--- config.mk ---
export PLATFORM = sky130hd
export DESIGN_NAME = dual_edge_event_counter
export DESIGN_NICKNAME = d
export VERILOG_FILES = /design/src/rtl/dual_edge_event_counter.sv
export SDC_FILE = /design/constraint.sdc
export NUM_CORES = 1
export LEC_CHECK = 0
export BUFFER_PORTS_ARGS = -buffer_cell sky130_fd_sc_hd__buf_2
export CAP_MARGIN = 20
export CORE_UTILIZATION = 50
export CTS_BUF_LIST = sky130_fd_sc_hd__clkbuf_4 sky130_fd_sc_hd__clkbuf_8
export CTS_CLUSTER_SIZE = 40
export DETAILED_ROUTE_END_ITERATION = 10
export PLACE_DENSITY = 0.85
export SLEW_MARGIN = 20
export SYNTH_ARGS = -nofsm -noshare
export SYNTH_HDL_FRONTEND = slang
export SYNTH_SLANG_ARGS = --single-unit
--- constraint.sdc ---
create_clock -name clk -period 3.3 [get_ports clk]
set_clock_uncertainty 0.2 [all_clocks]
set_input_delay 0.495 -clock clk [delete_from_list [all_inputs] [get_ports clk]]
set_output_delay 0.495 -clock clk [all_outputs]
set_load 0.01 [all_outputs]
--- src/rtl/dual_edge_event_counter.sv ---
// ---------------------------------------------------------------------------
// dual_edge_event_counter
//
// Event/timebase counter fed by two prescalers on opposite clock edges.
// The rising-edge prescaler counts 0..RISE_MOD-1 and the falling-edge
// prescaler counts 0..FALL_MOD-1; each wrap is one event. A CNT_W-bit main
// counter on the rising edge accumulates both kinds of event (a coincident
// pair adds 2). The counter can wrap or saturate, and it has a sticky
// overflow flag and a registered compare-match pulse.
//
// Falling-edge wraps cross into the posedge domain through a toggle flop.
// The posedge side keeps a registered copy of that toggle, and the XOR of
// the two marks a pending fall event. A fall wrap at negedge k is therefore
// counted at posedge k+1.
//
// Optional build macro:
//   DUAL_EDGE_CAPTURE_EN - adds cap_i / cap_val_o. This is a snapshot
//                          register that loads the pre-update count.
//
// Reset rst is synchronous and active-low. The posedge registers sample it
// at posedge and the negedge registers sample it at negedge.
// ---------------------------------------------------------------------------
module dual_edge_event_counter #(
    parameter int CNT_W    = 5,
    parameter int PS_W     = 4,
    parameter int RISE_MOD = 11,
    parameter int FALL_MOD = 6
) (
    input  logic             clk,
    input  logic             rst,
    input  logic             en_i,
    input  logic             clr_i,
    input  logic             sat_mode_i,
    input  logic [CNT_W-1:0] cmp_val_i,
`ifdef DUAL_EDGE_CAPTURE_EN
    input  logic             cap_i,
    output logic [CNT_W-1:0] cap_val_o,
`endif
    output logic [CNT_W-1:0] count_o,
    output logic [PS_W-1:0]  rise_cnt_o,
    output logic [PS_W-1:0]  fall_cnt_o,
    output logic             ovf_o,
    output logic             match_o
);

    localparam logic [PS_W-1:0]  RISE_LAST = PS_W'(RISE_MOD - 1);
    localparam logic [PS_W-1:0]  FALL_LAST = PS_W'(FALL_MOD - 1);
    localparam logic [CNT_W-1:0] CNT_MAX   = '1;

    // ---------------- negedge domain ----------------
    logic [PS_W-1:0] fall_cnt_q, fall_cnt_d;
    logic            fall_tgl_q, fall_tgl_d;

    // ---------------- posedge domain ----------------
    logic [PS_W-1:0]  rise_cnt_q, rise_cnt_d;
    logic             fall_tgl_cap_q, fall_tgl_cap_d;
    logic [CNT_W-1:0] count_q, count_d;
    logic             ovf_q, ovf_d;
    logic             match_q, match_d;

    logic             rise_evt;
    logic             fall_evt;
    logic [1:0]       inc;
    logic [CNT_W:0]   sum;
    logic             hit_up;
    logic             hit_wrap;

    // Fall prescaler next state: clear wins over enable; the toggle flips once per wrap.
    always_comb begin
        // NOTE: every output of a combinational block gets a default first, so
        // no path leaves it unassigned and no latch is inferred.
        fall_cnt_d = fall_cnt_q;
        fall_tgl_d = fall_tgl_q;
        if (clr_i) begin
            fall_cnt_d = '0;
        end else if (en_i) begin
            if (fall_cnt_q == FALL_LAST) begin
                fall_cnt_d = '0;
                fall_tgl_d = ~fall_tgl_q;
            end else begin
                fall_cnt_d = fall_cnt_q + PS_W'(1);
            end
        end
    end

    // Fall prescaler and wrap toggle registers, clocked on the falling edge.
    always_ff @(negedge clk) begin
        // NOTE: sequential state uses non-blocking assignments so every flop
        // samples pre-edge values regardless of process evaluation order.
        if (!rst) begin
            fall_cnt_q <= '0;
            fall_tgl_q <= 1'b0;
        end else begin
            fall_cnt_q <= fall_cnt_d;
            fall_tgl_q <= fall_tgl_d;
        end
    end

    // Event detection and the widened increment / compare arithmetic.
    always_comb begin
        rise_evt = en_i && (rise_cnt_q == RISE_LAST);
        fall_evt = fall_tgl_q ^ fall_tgl_cap_q;
        inc      = {1'b0, rise_evt} + {1'b0, fall_evt};
        sum      = {1'b0, count_q} + {{(CNT_W-1){1'b0}}, inc};
        // Target crossed without wrapping: old < cmp <= old + inc.
        hit_up   = (count_q < cmp_val_i) && ({1'b0, cmp_val_i} <= sum);
        // Target crossed past the top of the range in wrap mode.
        hit_wrap = !sat_mode_i && sum[CNT_W] && (cmp_val_i <= sum[CNT_W-1:0]);
    end

    // Posedge next state: clear discards this cycle's events and resyncs the toggle copy.
    always_comb begin
        rise_cnt_d     = rise_cnt_q;
        count_d        = count_q;
        ovf_d          = ovf_q;
        match_d        = 1'b0;
        // The copy always follows the toggle, so a pending fall event is consumed
        // at this edge. When clr is high, that event is dropped rather than counted.
        fall_tgl_cap_d = fall_tgl_q;
        if (clr_i) begin
            rise_cnt_d = '0;
            count_d    = '0;
            ovf_d      = 1'b0;
        end else begin
            if (en_i) begin
                rise_cnt_d = rise_evt ? '0 : rise_cnt_q + PS_W'(1);
            end
            if (sat_mode_i && sum[CNT_W]) begin
                count_d = CNT_MAX;
            end else begin
                count_d = sum[CNT_W-1:0];
            end
            ovf_d   = ovf_q | sum[CNT_W];
            match_d = hit_up | hit_wrap;
        end
    end

    // Posedge state registers.
    always_ff @(posedge clk) begin
        if (!rst) begin
            rise_cnt_q     <= '0;
            fall_tgl_cap_q <= 1'b0;
            count_q        <= '0;
            ovf_q          <= 1'b0;
            match_q        <= 1'b0;
        end else begin
            rise_cnt_q     <= rise_cnt_d;
            fall_tgl_cap_q <= fall_tgl_cap_d;
            count_q        <= count_d;
            ovf_q          <= ovf_d;
            match_q        <= match_d;
        end
    end

`ifdef DUAL_EDGE_CAPTURE_EN
    logic [CNT_W-1:0] cap_val_q, cap_val_d;

    // Snapshot next state: a capture request beats clr in the same cycle.
    always_comb begin
        cap_val_d = cap_val_q;
        if (cap_i) begin
            cap_val_d = count_q;
        end else if (clr_i) begin
            cap_val_d = '0;
        end
    end

    // Snapshot register.
    always_ff @(posedge clk) begin
        if (!rst) begin
            cap_val_q <= '0;
        end else begin
            cap_val_q <= cap_val_d;
        end
    end

    assign cap_val_o = cap_val_q;
`endif

    assign count_o    = count_q;
    assign rise_cnt_o = rise_cnt_q;
    assign fall_cnt_o = fall_cnt_q;
    assign ovf_o      = ovf_q;
    assign match_o    = match_q;

endmodule

==> metrics.md, run 1 <==
| Metric | Value |
|---|---|
| DP Area | `0.00121 mm2` |
| EDFF count, synth | `0` |
| CP required | `3.29 ns` |
| Commonest non-fill, non-tap cell in the layout | `buf_2` |
| Cells after Synth | `110` |
| CTS clock-pin slew for the worst setup and hold paths | `0.11 ns` |
| Switching share of power | `0.296` |
| H-tree levels | `1` |
| Rel. slew slack | `0.719` |
| Nets@finish | `172` |
| Residual DRC | `0` |
| Most frequent cells in the layout | `24 x buf_2, 13 x inv_1, 13 x nor2_1, 13 x dfxtp_1, 11 x ha_1` |
| HP Class | `in2reg` |
| Worst slew pin tran | `0.421 ns` |
| Top FF cell, synth | `dfxtp_1` |
| Setup TNS | `-1.79 ns` |
| Worst vdd ir | `0.203 mV` |
| First-pass GRT wire length | `3.73 mm` |
| Synth Register Bits | `17` |
| Vias in the first global route | `around 900` |
| Die height | `46.4 um` |
| Pwr dens | `between 300 and 400 mW/mm2` |
| Pint | `282 uW` |
| Max stage delay on crit path | `~0.39 ns` |
| Distinct cells, synth | `30` |
| Cell area after layout | `between 0.001 and 0.0015 mm2` |
| ANT nets after route | `0` |
| Ratio of cells with drive above 1 in the final layout | `0.412` |
| CTS Hold Bufs | `0` |
| Critical Path, Cell by Cell | `xor2_2 -> fa_2 -> ha_4 -> nand3_2 -> xor2_2 -> ha_1 -> and3_4 -> o21ai_2 -> and3_4 -> a311oi_2 -> o22ai_1` |
| Maxcap violations | `0` |
| Num CTS Buffers | `3` |
| Largest net degree at the start of global routing | `11` |
| Drt wl/cell | `13.6 um` |
| Startpoint types | `flip-flop` |
| Total GRT Usage | `0.253` |
| TritonCTS clock tree | `yes` |
| ANT cells | `0` |
| Drt via density | `5.17` |
| PnR worst setup slack | `-0.933 ns` |
| Switch Pwr | `119 uW` |
| Post-synthesis sequential area ratio | `0.345` |
| FFs w/ async S/R, synth | `0` |
| Violated checks | `setup timing` |
| Synthesized cell area | `987 um2` |
| Status | `finished, violations left` |
| CTS sink cnt | `17` |
| Initial Util | `0.554` |
| Initial antenna violation count | `0` |
| IO Port Bufs | `24` |
| Critical path endpoint category | `flip-flop` |
| Die X | `46.4 um` |
| Clk root buf | `clkbuf_4` |
| Row count | `15` |
| Critical Path AT | `4.22 ns` |
| Area growth syn-to-layout | `34.2%` |
| GP Congestion | `0.761` |
| Final WL | `2.36 mm` |
| Clk buf depth | `2` |
| CP max stage cell | `fa_2` |
| Global route total overflow | `0` |
| Pleak | `0.000626 uW` |
| Max Slew Vio Count | `0` |
| DP HPWL | `~1.8 mm` |
| Clock power frac | `0.362` |
| Via Count | `895` |
| Crit path max fanout | `3` |
| RSZ-0062 raised after global routing | `yes` |
| DR pass1 iterations | `4` |
| Syn Nets | `133` |
| Post-synthesis average cell area | `approximately 9 um2` |
| Clock latency on the worst-skew pair | `0.36 ns` |
| Core Util, Final | `0.743` |
| Combinational Power Share | `0.112` |
| Crit path kind | `reg2reg` |
| Power share of the sequential group | `0.526` |
| Setup violations, final | `7` |
| Drt initial violations | `11` |
| Core footprint | `0.00178 mm2` |
| Die area | `0.00216 mm2` |
| Final Hold Viols | `0` |
| IO Pins | `25` |
| Syn. warnings | `0` |
-- kinds of logic after synthesis --
logic type	Yosys count	share of synthesized area
AO/OA/AOI/OAI	17	0.103
XOR/XNOR	9	0.0799
adder cells (fa/ha/maj)	13	0.172
buffers and inverters	13	0.0558
flip-flops	17	0.345
multiplexers	2	0.0203
AND/OR/NAND/NOR	39	0.224
-- timing repair --
item,in CTS,in global routing
gates resized for setup,9,6
endpoints found under the setup margin,8,9
pin swaps,2,0
endpoints found under the hold margin,0,0
setup buffers,1,0
-- state kept, by name, summed over array words and instances, names as in the netlist --
| register | flops |
|---|---|
| count_o | 5 |
| fall_cnt_o | 4 |
| fall_tgl_cap_d | 1 |
| fall_tgl_cap_q | 1 |
| match_o | 1 |
| ovf_o | 1 |
| rise_cnt_o | 4 |
-- per-layer routing --
layer,vias to the layer above,part of all wire,GRT usage
li1,449,-,-
met4,0,0.017,0.118
met3,5,0.034,0.0275
met2,21,0.52,0.469
met5,-,0,0
met1,420,0.43,0.281
-- final cells by class --
cell class / instances / area (um2)
clock inverter: 6 / 22.5
timing repair buffer: 34 / 195
clock buffer: 3 / 22.5
inverter: 8 / 30.0
fill: 141 / 458
multi-input combinational: 80 / 678
sequential: 17 / 345
tap: 25 / 31.3
-- cells in the mapped netlist, drive strengths merged (3+ instances only) --
master | instances | area, um2
a21oi | 9 | 45.0
buf | 3 | 17.5
dfxtp | 17 | 340
ha | 12 | 150
inv | 9 | 33.8
nand2 | 5 | 21.3
nand3 | 4 | 20.0
nand4 | 3 | 18.8
nor2 | 14 | 52.6
nor2b | 3 | 18.8
nor3 | 3 | 15.0
xor2 | 7 | 61.3
-- power by group through the flow --
| stage | clock, uW | sequential, uW | combinational (uW) |
|---|---|---|---|
| after floorplan | 11.3 | 215 | 24.7 |
| after global placement | 11.3 | 214 | 39.6 |
| after detailed placement | 11.3 | 215 | 42.8 |
| after CTS | 145 | 210 | 44.3 |
| after global routing | 155 | 211 | 50.0 |
| final | 145 | 210 | 44.9 |
-- worst max-delay path, delay by kind of cell (launching register included) --
kind            cells  cell delay (ns)
fa+ha+maj           3             0.89
simple gates        3             0.44
compound gates      3             0.33
flops               1             0.32
xor+xnor            2             0.23
-- worst paths after layout --
kind	endpoint	cells after the start	from	slack, ns
setup reg to reg	match_o	11	fall_tgl_cap_d	-0.93
setup / recovery	match_o	11	fall_tgl_cap_d	-0.93
hold / removal	fall_tgl_cap_q	2	rst	0.23
hold reg to reg	fall_cnt_o[2]	1	fall_cnt_o[2]	0.27
-- through the flow --
stage                     instances  hold WS (ns)  worst slack [ns]  power, uW
after floorplan                 110         0.305            -0.803        251
after global placement          164         0.252            -0.805        265
after detailed placement        164         0.258            -0.965        269
after CTS                       173         0.223            -0.972        400
after global routing            173         0.238             -1.03        416
final                           173         0.233            -0.933        400
(Power assumes the default switching activity.)
==> inputs of run 2 (changes only) <==
CORE_ASPECT_RATIO = 0.7   (was default)
==> run 2 against run 1 <==
Compared with the run above:
- the run still ends with setup timing left
- routed wire length grew 14%
- sequential power barely moved
- hold slack better by 0.0055 ns
- total power is 1.5% lower
- non-clock buffer count up 3
- core utilization down 1.8 points
- global-route usage is 2.9 points higher
- flip-flop and latch count stayed put
- combinational power increased by 2%
- cell area rose by 1.4%
- critical path type unchanged
- count of clock-buffer cells in the layout unchanged
- first-iteration DRC count grew to 2.5 times the previous value
==> metrics.md, run 2 (same netlist as run 1, synthesis figures left out) <==
| Metric | Value |
|---|---|
| Setup violations, final | `7 (unchanged)` |
| Largest register FFs | `5 (unchanged)` |
| TritonCTS clock tree | `yes (unchanged)` |
| DP HPWL | `1.94 mm (was 1.77 mm)` |
| Tot Pwr | `394 uW (was 400 uW)` |
| First-pass GRT wire length | `4.02 mm (was 3.73 mm)` |
| CP max stage cell | `fa_2 (unchanged)` |
| Row count | `13 (was 15)` |
| CP startpoint | `fall_tgl_cap_d (unchanged)` |
| Die area | `0.00216 mm2 (about the same)` |
| Pleak | `0.000627 uW (was 0.000626 uW)` |
| Initial Util | `0.532 (was 0.554)` |
| Critical Path AT | `4.25 ns (was 4.22 ns)` |
| Setup TNS | `-1.84 ns (was -1.79 ns)` |
| Clk root buf | `clkbuf_4 (unchanged)` |
| Total GRT Usage | `0.283 (was 0.253)` |
| Vias in the first global route | `924 (was 896)` |
| DR pass1 iterations | `6 (was 4)` |
| Drt initial violations | `28 (was 11)` |
| Via Count | `947 (was 895)` |
| Initial antenna violation count | `0 (unchanged)` |
| Nets@finish | `175 (was 172)` |
| Die X | `55.1 um (was 46.4 um)` |
| Startpoint types | `flip-flop (unchanged)` |
| IO Port Bufs | `24 (unchanged)` |
| Largest net degree at the start of global routing | `11 (unchanged)` |
| Slack of the worst reg-to-reg path | `-0.95 ns (was -0.93 ns)` |
| Max Slew Vio Count | `0 (unchanged)` |
| Cell area after layout | `0.00134 mm2 (was 0.00133 mm2)` |
| Critical path endpoint category | `flip-flop (unchanged)` |
| Final WL | `2.70 mm (was 2.36 mm)` |
| Drt via density | `5.47 (was 5.17)` |
| Status | `finished, violations left (unchanged)` |
| CTS sink cnt | `17 (unchanged)` |
| HP Class | `in2reg (unchanged)` |
| Worst slew pin tran | `0.325 ns (was 0.421 ns)` |
| Area growth syn-to-layout | `36.1% (was 34.2%)` |
| Core footprint | `0.00185 mm2 (was 0.00178 mm2)` |
| PnR worst setup slack | `-0.948 ns (was -0.933 ns)` |
| RSZ-0062 raised after global routing | `yes (unchanged)` |
| Maxcap violations | `0 (unchanged)` |
| Worst vdd ir | `0.283 mV (was 0.203 mV)` |
| Hold wc startpoint | `rst (unchanged)` |
| Final Hold Viols | `0 (unchanged)` |
| Most frequent cells in the layout | `24 x buf_2, 13 x nor2_1, 13 x dfxtp_1 (was 24 x buf_2, 13 x inv_1, 13 x nor2_1, 13 x dfxtp_1, 11 x ha_1)` |
| CP required | `3.30 ns (was 3.29 ns)` |
| Drt wl/cell | `15.6 um (was 13.6 um)` |
| IO Pins | `25 (unchanged)` |
| Clock latency on the worst-skew pair | `0.35 ns (was 0.36 ns)` |
| Clk buf depth | `2 (unchanged)` |
| Global route total overflow | `0 (unchanged)` |
| Reg2reg start | `fall_tgl_cap_d (unchanged)` |
| GP Congestion | `0.883 (was 0.761)` |
| Crit path kind | `reg2reg (unchanged)` |
| Ratio of cells with drive above 1 in the final layout | `0.424 (was 0.412)` |
| H-tree levels | `1 (unchanged)` |
| CTS clock-pin slew for the worst setup and hold paths | `0.11 ns (about the same)` |
| Commonest non-fill, non-tap cell in the layout | `buf_2 (unchanged)` |
| Min Hold Slack | `0.239 ns (was 0.233 ns)` |
| Rel. slew slack | `0.783 (was 0.719)` |
| Max stage delay on crit path | `0.39 ns (about the same)` |
| Num CTS Buffers | `3 (unchanged)` |
| ANT nets after route | `0 (unchanged)` |
| Residual DRC | `0 (unchanged)` |
| Core Util, Final | `0.725 (was 0.743)` |
| Crit path max fanout | `3 (unchanged)` |
| Critical Path, Cell by Cell | `xor2_2 -> fa_2 -> ha_4 -> nand3_4 -> xor2_2 -> ha_1 -> and3_4 -> o21ai_2 -> and3_4 -> a311oi_1 -> o22ai_1 (was xor2_2 -> fa_2 -> ha_4 -> nand3_2 -> xor2_2 -> ha_1 -> and3_4 -> o21ai_2 -> and3_4 -> a311oi_2 -> o22ai_1)` |
| ANT cells | `0 (unchanged)` |
| Die height | `39.2 um (was 46.4 um)` |
| CTS Hold Bufs | `0 (unchanged)` |
| Pwr dens | `293 mW/mm2 (was 302 mW/mm2)` |
| DP Area | `0.00122 mm2 (was 0.00121 mm2)` |
| Violated checks | `setup timing (unchanged)` |
-- run 2: cell count changes in the layout (fill, tap and decap cells not counted), sizes merged --
cell and change:
buf +3, inv -1, clkinvlp +1
-- run 2: what timing repair did --
action                                  CTS  global route
pin swaps                                 0             1
buffers inserted                          3             0
endpoints found under the setup margin    7            10
gates resized for setup                  10             7
-- run 2: path summary, 6_finish.rpt --
check | end | cells after the start
worst max register to register | match_o | 11
worst min register to register | ovf_o | 2
worst min-delay path | fall_tgl_cap_q | 2
worst max-delay path | match_o | 11
-- run 2: worst max-delay path: cells and delay by family, from the launching register on --
kind            cells  cell delay [ns]
xor+xnor            2             0.23
compound gates      3             0.37
simple gates        3             0.45
fa+ha+maj           3             0.89
flops               1             0.32
-- run 2: layout make-up --
class / instances / area, um2
Clock buffer: 3 / 22.5
Clock inverter: 6 / 23.8
Fill cell: 134 / 510
Inverter: 8 / 30.0
Multi-Input combinational cell: 80 / 671
Sequential cell: 17 / 348
Tap cell: 22 / 27.5
Timing Repair Buffer: 37 / 221
-- run 2: per-layer routing --
| metal | vias up | track usage | wire, um |
|---|---|---|---|
| li1 | 457 | - | - |
| met1 | 438 | 0.312 | 1150 |
| met2 | 40 | 0.485 | 1350 |
| met3 | 12 | 0.0941 | 123 |
| met4 | 0 | 0.138 | 75 |
| met5 | - | 0 | 0 |
-- run 2: through the flow --
| stage | setup WS (ns) | cells |
|---|---|---|
| final | -0.948 | 173 |
| after global routing | -1.05 | 173 |
| after CTS | -0.917 | 173 |
| after detailed placement | -0.901 | 162 |
| after global placement | -0.826 | 162 |
| after floorplan | -0.803 | 110 |
-- run 2: power breakdown --
part	total [uW]	internal, uW	switching [uW]	leakage (uW)
combinational	45.9	21.4	24.5	0.000447
clock	138	52.4	85.7	0.0000405
sequential	210	207	3.12	0.000140
total	394	281	113	0.000627
==> inputs of run 3 (changes only) <==
==> constraint.sdc (replaced) <==
create_clock -name clk -period 3.3 [get_ports clk]
set_clock_uncertainty 0.2 [all_clocks]
set_input_delay 0 -clock clk [delete_from_list [all_inputs] [get_ports clk]]
set_output_delay 0 -clock clk [all_outputs]
set_load 0.01 [all_outputs]
==> run 3 against run 2 <==
Compared with the run above:
- the run ends with hold timing, setup timing left
- clock power increased by 4%
- cell area increased by 1.6%
- worst setup slack improved by 0.044 ns
- first-iteration DRC count decreased by 18%
- combinational power increased by 7.8%
- non-clock buffer count increased by 2
- critical endpoint unchanged
- core utilization increased by 1.1 points
- count of clock-buffer cells in the layout unchanged
- largest cell class unchanged
==> metrics.md, run 3 (same netlist as run 1, synthesis figures left out) <==
| Metric | Value |
|---|---|
| Maxcap violations | `0 (unchanged)` |
| Die area | `0.00216 mm2 (unchanged)` |
| Pleak | `0.000632 uW (was 0.000627 uW)` |
| Multi-input gate area | `677 um2 (was 671 um2)` |
| Core footprint | `0.00185 mm2 (unchanged)` |
| PnR worst setup slack | `-0.904 ns (was -0.948 ns)` |
| Power share of the sequential group | `0.523 (was 0.533)` |
| Critical path endpoint category | `flip-flop (unchanged)` |
| Core Util, Final | `0.736 (was 0.725)` |
| Sequential cell area | `342 um2 (was 348 um2)` |
| TritonCTS clock tree | `yes (unchanged)` |
| Switching share of power | `0.295 (was 0.287)` |
| Nets@finish | `177 (was 175)` |
| Residual DRC | `0 (unchanged)` |
| Largest register FFs | `5 (unchanged)` |
| Clk buf depth | `2 (unchanged)` |
| Setup violations, final | `7 (unchanged)` |
| Drt initial violations | `23 (was 28)` |
| Num CTS Buffers | `3 (unchanged)` |
| Global route total overflow | `0 (unchanged)` |
| Largest net degree at the start of global routing | `11 (unchanged)` |
| Min Hold Slack | `-0.000896 ns (was 0.239 ns)` |
| Vias in the first global route | `832 (was 924)` |
| Status | `finished, violations left (unchanged)` |
| Total GRT Usage | `0.259 (was 0.283)` |
| H-tree levels | `1 (unchanged)` |
| Die height | `39.2 um (unchanged)` |
| Clock latency on the worst-skew pair | `0.35 ns (about the same)` |
| Area growth syn-to-layout | `38.3% (was 36.1%)` |
| Drt via density | `5.73 (was 5.47)` |
| DP HPWL | `1.62 mm (was 1.94 mm)` |
| CP required | `3.31 ns (was 3.30 ns)` |
| Via Count | `1003 (was 947)` |
| Most frequent cells in the layout | `24 x buf_2, 16 x dfxtp_1, 13 x nor2_1 (was 24 x buf_2, 13 x nor2_1, 13 x dfxtp_1)` |
| Worst vdd ir | `0.272 mV (was 0.283 mV)` |
| Initial antenna violation count | `0 (unchanged)` |
| Switch Pwr | `119 uW (was 113 uW)` |
| Critical Path AT | `4.21 ns (was 4.25 ns)` |
| Final Hold Viols | `1 (was 0)` |
| Final WL | `2.88 mm (was 2.70 mm)` |
| CTS clock-pin slew for the worst setup and hold paths | `0.11 ns (about the same)` |
| Clk root buf | `clkbuf_4 (unchanged)` |
| Ratio of cells with drive above 1 in the final layout | `0.392 (was 0.424)` |
| ANT cells | `0 (unchanged)` |
| Combinational Power Share | `0.123 (was 0.117)` |
| IO Pins | `25 (unchanged)` |
| First-pass GRT wire length | `3.75 mm (was 4.02 mm)` |
| Clock power frac | `0.354 (was 0.350)` |
| GP Congestion | `0.826 (was 0.883)` |
| Row count | `13 (unchanged)` |
| Tot Pwr | `403 uW (was 394 uW)` |
| Rel. slew slack | `0.756 (was 0.783)` |
| IO Port Bufs | `24 (unchanged)` |
| DP Worst Slack | `-0.893 ns (was -0.901 ns)` |
| Drt wl/cell | `16.5 um (was 15.6 um)` |
| Pwr dens | `295 mW/mm2 (was 293 mW/mm2)` |
| Violated checks | `hold timing, setup timing (was setup timing)` |
| Startpoint types | `flip-flop (unchanged)` |
| Commonest non-fill, non-tap cell in the layout | `buf_2 (unchanged)` |
| DR pass1 iterations | `4 (was 6)` |
| CTS sink cnt | `17 (unchanged)` |
| RSZ-0062 raised after global routing | `yes (unchanged)` |
| Crit path max fanout | `3 (unchanged)` |
| Initial Util | `0.532 (unchanged)` |
| Crit path kind | `reg2reg (unchanged)` |
| Worst slew pin tran | `0.362 ns (was 0.325 ns)` |
| Fillcell total | `125 (was 134)` |
| Pint | `284 uW (was 281 uW)` |
| Die X | `55.1 um (unchanged)` |
| Max Slew Vio Count | `0 (unchanged)` |
| ANT nets after route | `0 (unchanged)` |
| HP Class | `in2reg (unchanged)` |
run 3: cell types whose count changed in the layout (fill, tap and decap cells not counted):
| cell | before | now |
|---|---|---|
| a311oi_1 | 1 | 0 |
| a311oi_2 | 0 | 1 |
| buf_4 | 12 | 11 |
| buf_6 | 1 | 0 |
| dfxtp_1 | 13 | 16 |
| dfxtp_2 | 3 | 1 |
| dfxtp_4 | 1 | 0 |
| dlygate4sd3_1 | 0 | 4 |
run 3: repair_timing:
action	CTS	global route
hold endpoints to repair	9	0
gates resized for setup	4	9
buffers inserted	2	1
hold buffers	4	0
pin swaps	3	2
endpoints found under the setup margin	6	7
run 3: metrics by stage:
step / instance area (um2) / setup TNS, ns / instances
after floorplan: 1020 / -0.828 / 110
after detailed placement: 1200 / -1.25 / 160
after CTS: 1320 / -1.99 / 174
final: 1370 / -2.00 / 175
after global routing: 1370 / -2.38 / 175
after global placement: 1200 / -1.03 / 160
run 3: final timing paths:
check | slack [ns] | from | end | cells past startpoint
setup reg to reg | -0.90 | fall_tgl_cap_d | match_o | 10
hold / removal | -0.0009 | clr_i | count_o[1] | 3
setup / recovery | -0.90 | fall_tgl_cap_d | match_o | 10
hold reg to reg | 0.28 | ovf_o | ovf_o | 2
run 3: power groups by stage:
stage	sequential (uW)	clock, uW	combinational (uW)
after global routing	211	159	54.4
final	211	143	49.5
after detailed placement	215	11.3	40.5
after floorplan	215	11.3	24.7
after CTS	210	137	45.3
after global placement	214	11.3	38.7
run 3: cell type report:
cell class,count,area share
Inverter,8,0.0220
Multi-Input combinational cell,80,0.496
Clock inverter,6,0.0174
Clock buffer,3,0.0165
Timing Repair Buffer,39,0.178
Tap cell,22,0.0202
Sequential cell,17,0.250
run 3: worst max-delay path, cell delays in order (launching register included):
cell and delay, ns:
dfxtp_2 0.32, xor2_2 0.16, fa_2 0.40, ha_4 0.19, xnor2_1 0.15, ha_1 0.32
and3_4 0.20, o21ai_2 0.05, and3_4 0.15, a311oi_2 0.17, o22ai_1 0.10
run 3: routing by layer:
| metal | wire length, um | GRT usage | up-vias | share of wire |
|---|---|---|---|---|
| met5 | 0 | 0 | - | 0 |
| met4 | 87 | 0.0688 | 0 | 0.030 |
| met3 | 185 | 0.0980 | 10 | 0.064 |
| met2 | 1410 | 0.425 | 46 | 0.49 |
| met1 | 1200 | 0.315 | 488 | 0.42 |
| li1 | - | - | 459 | - |
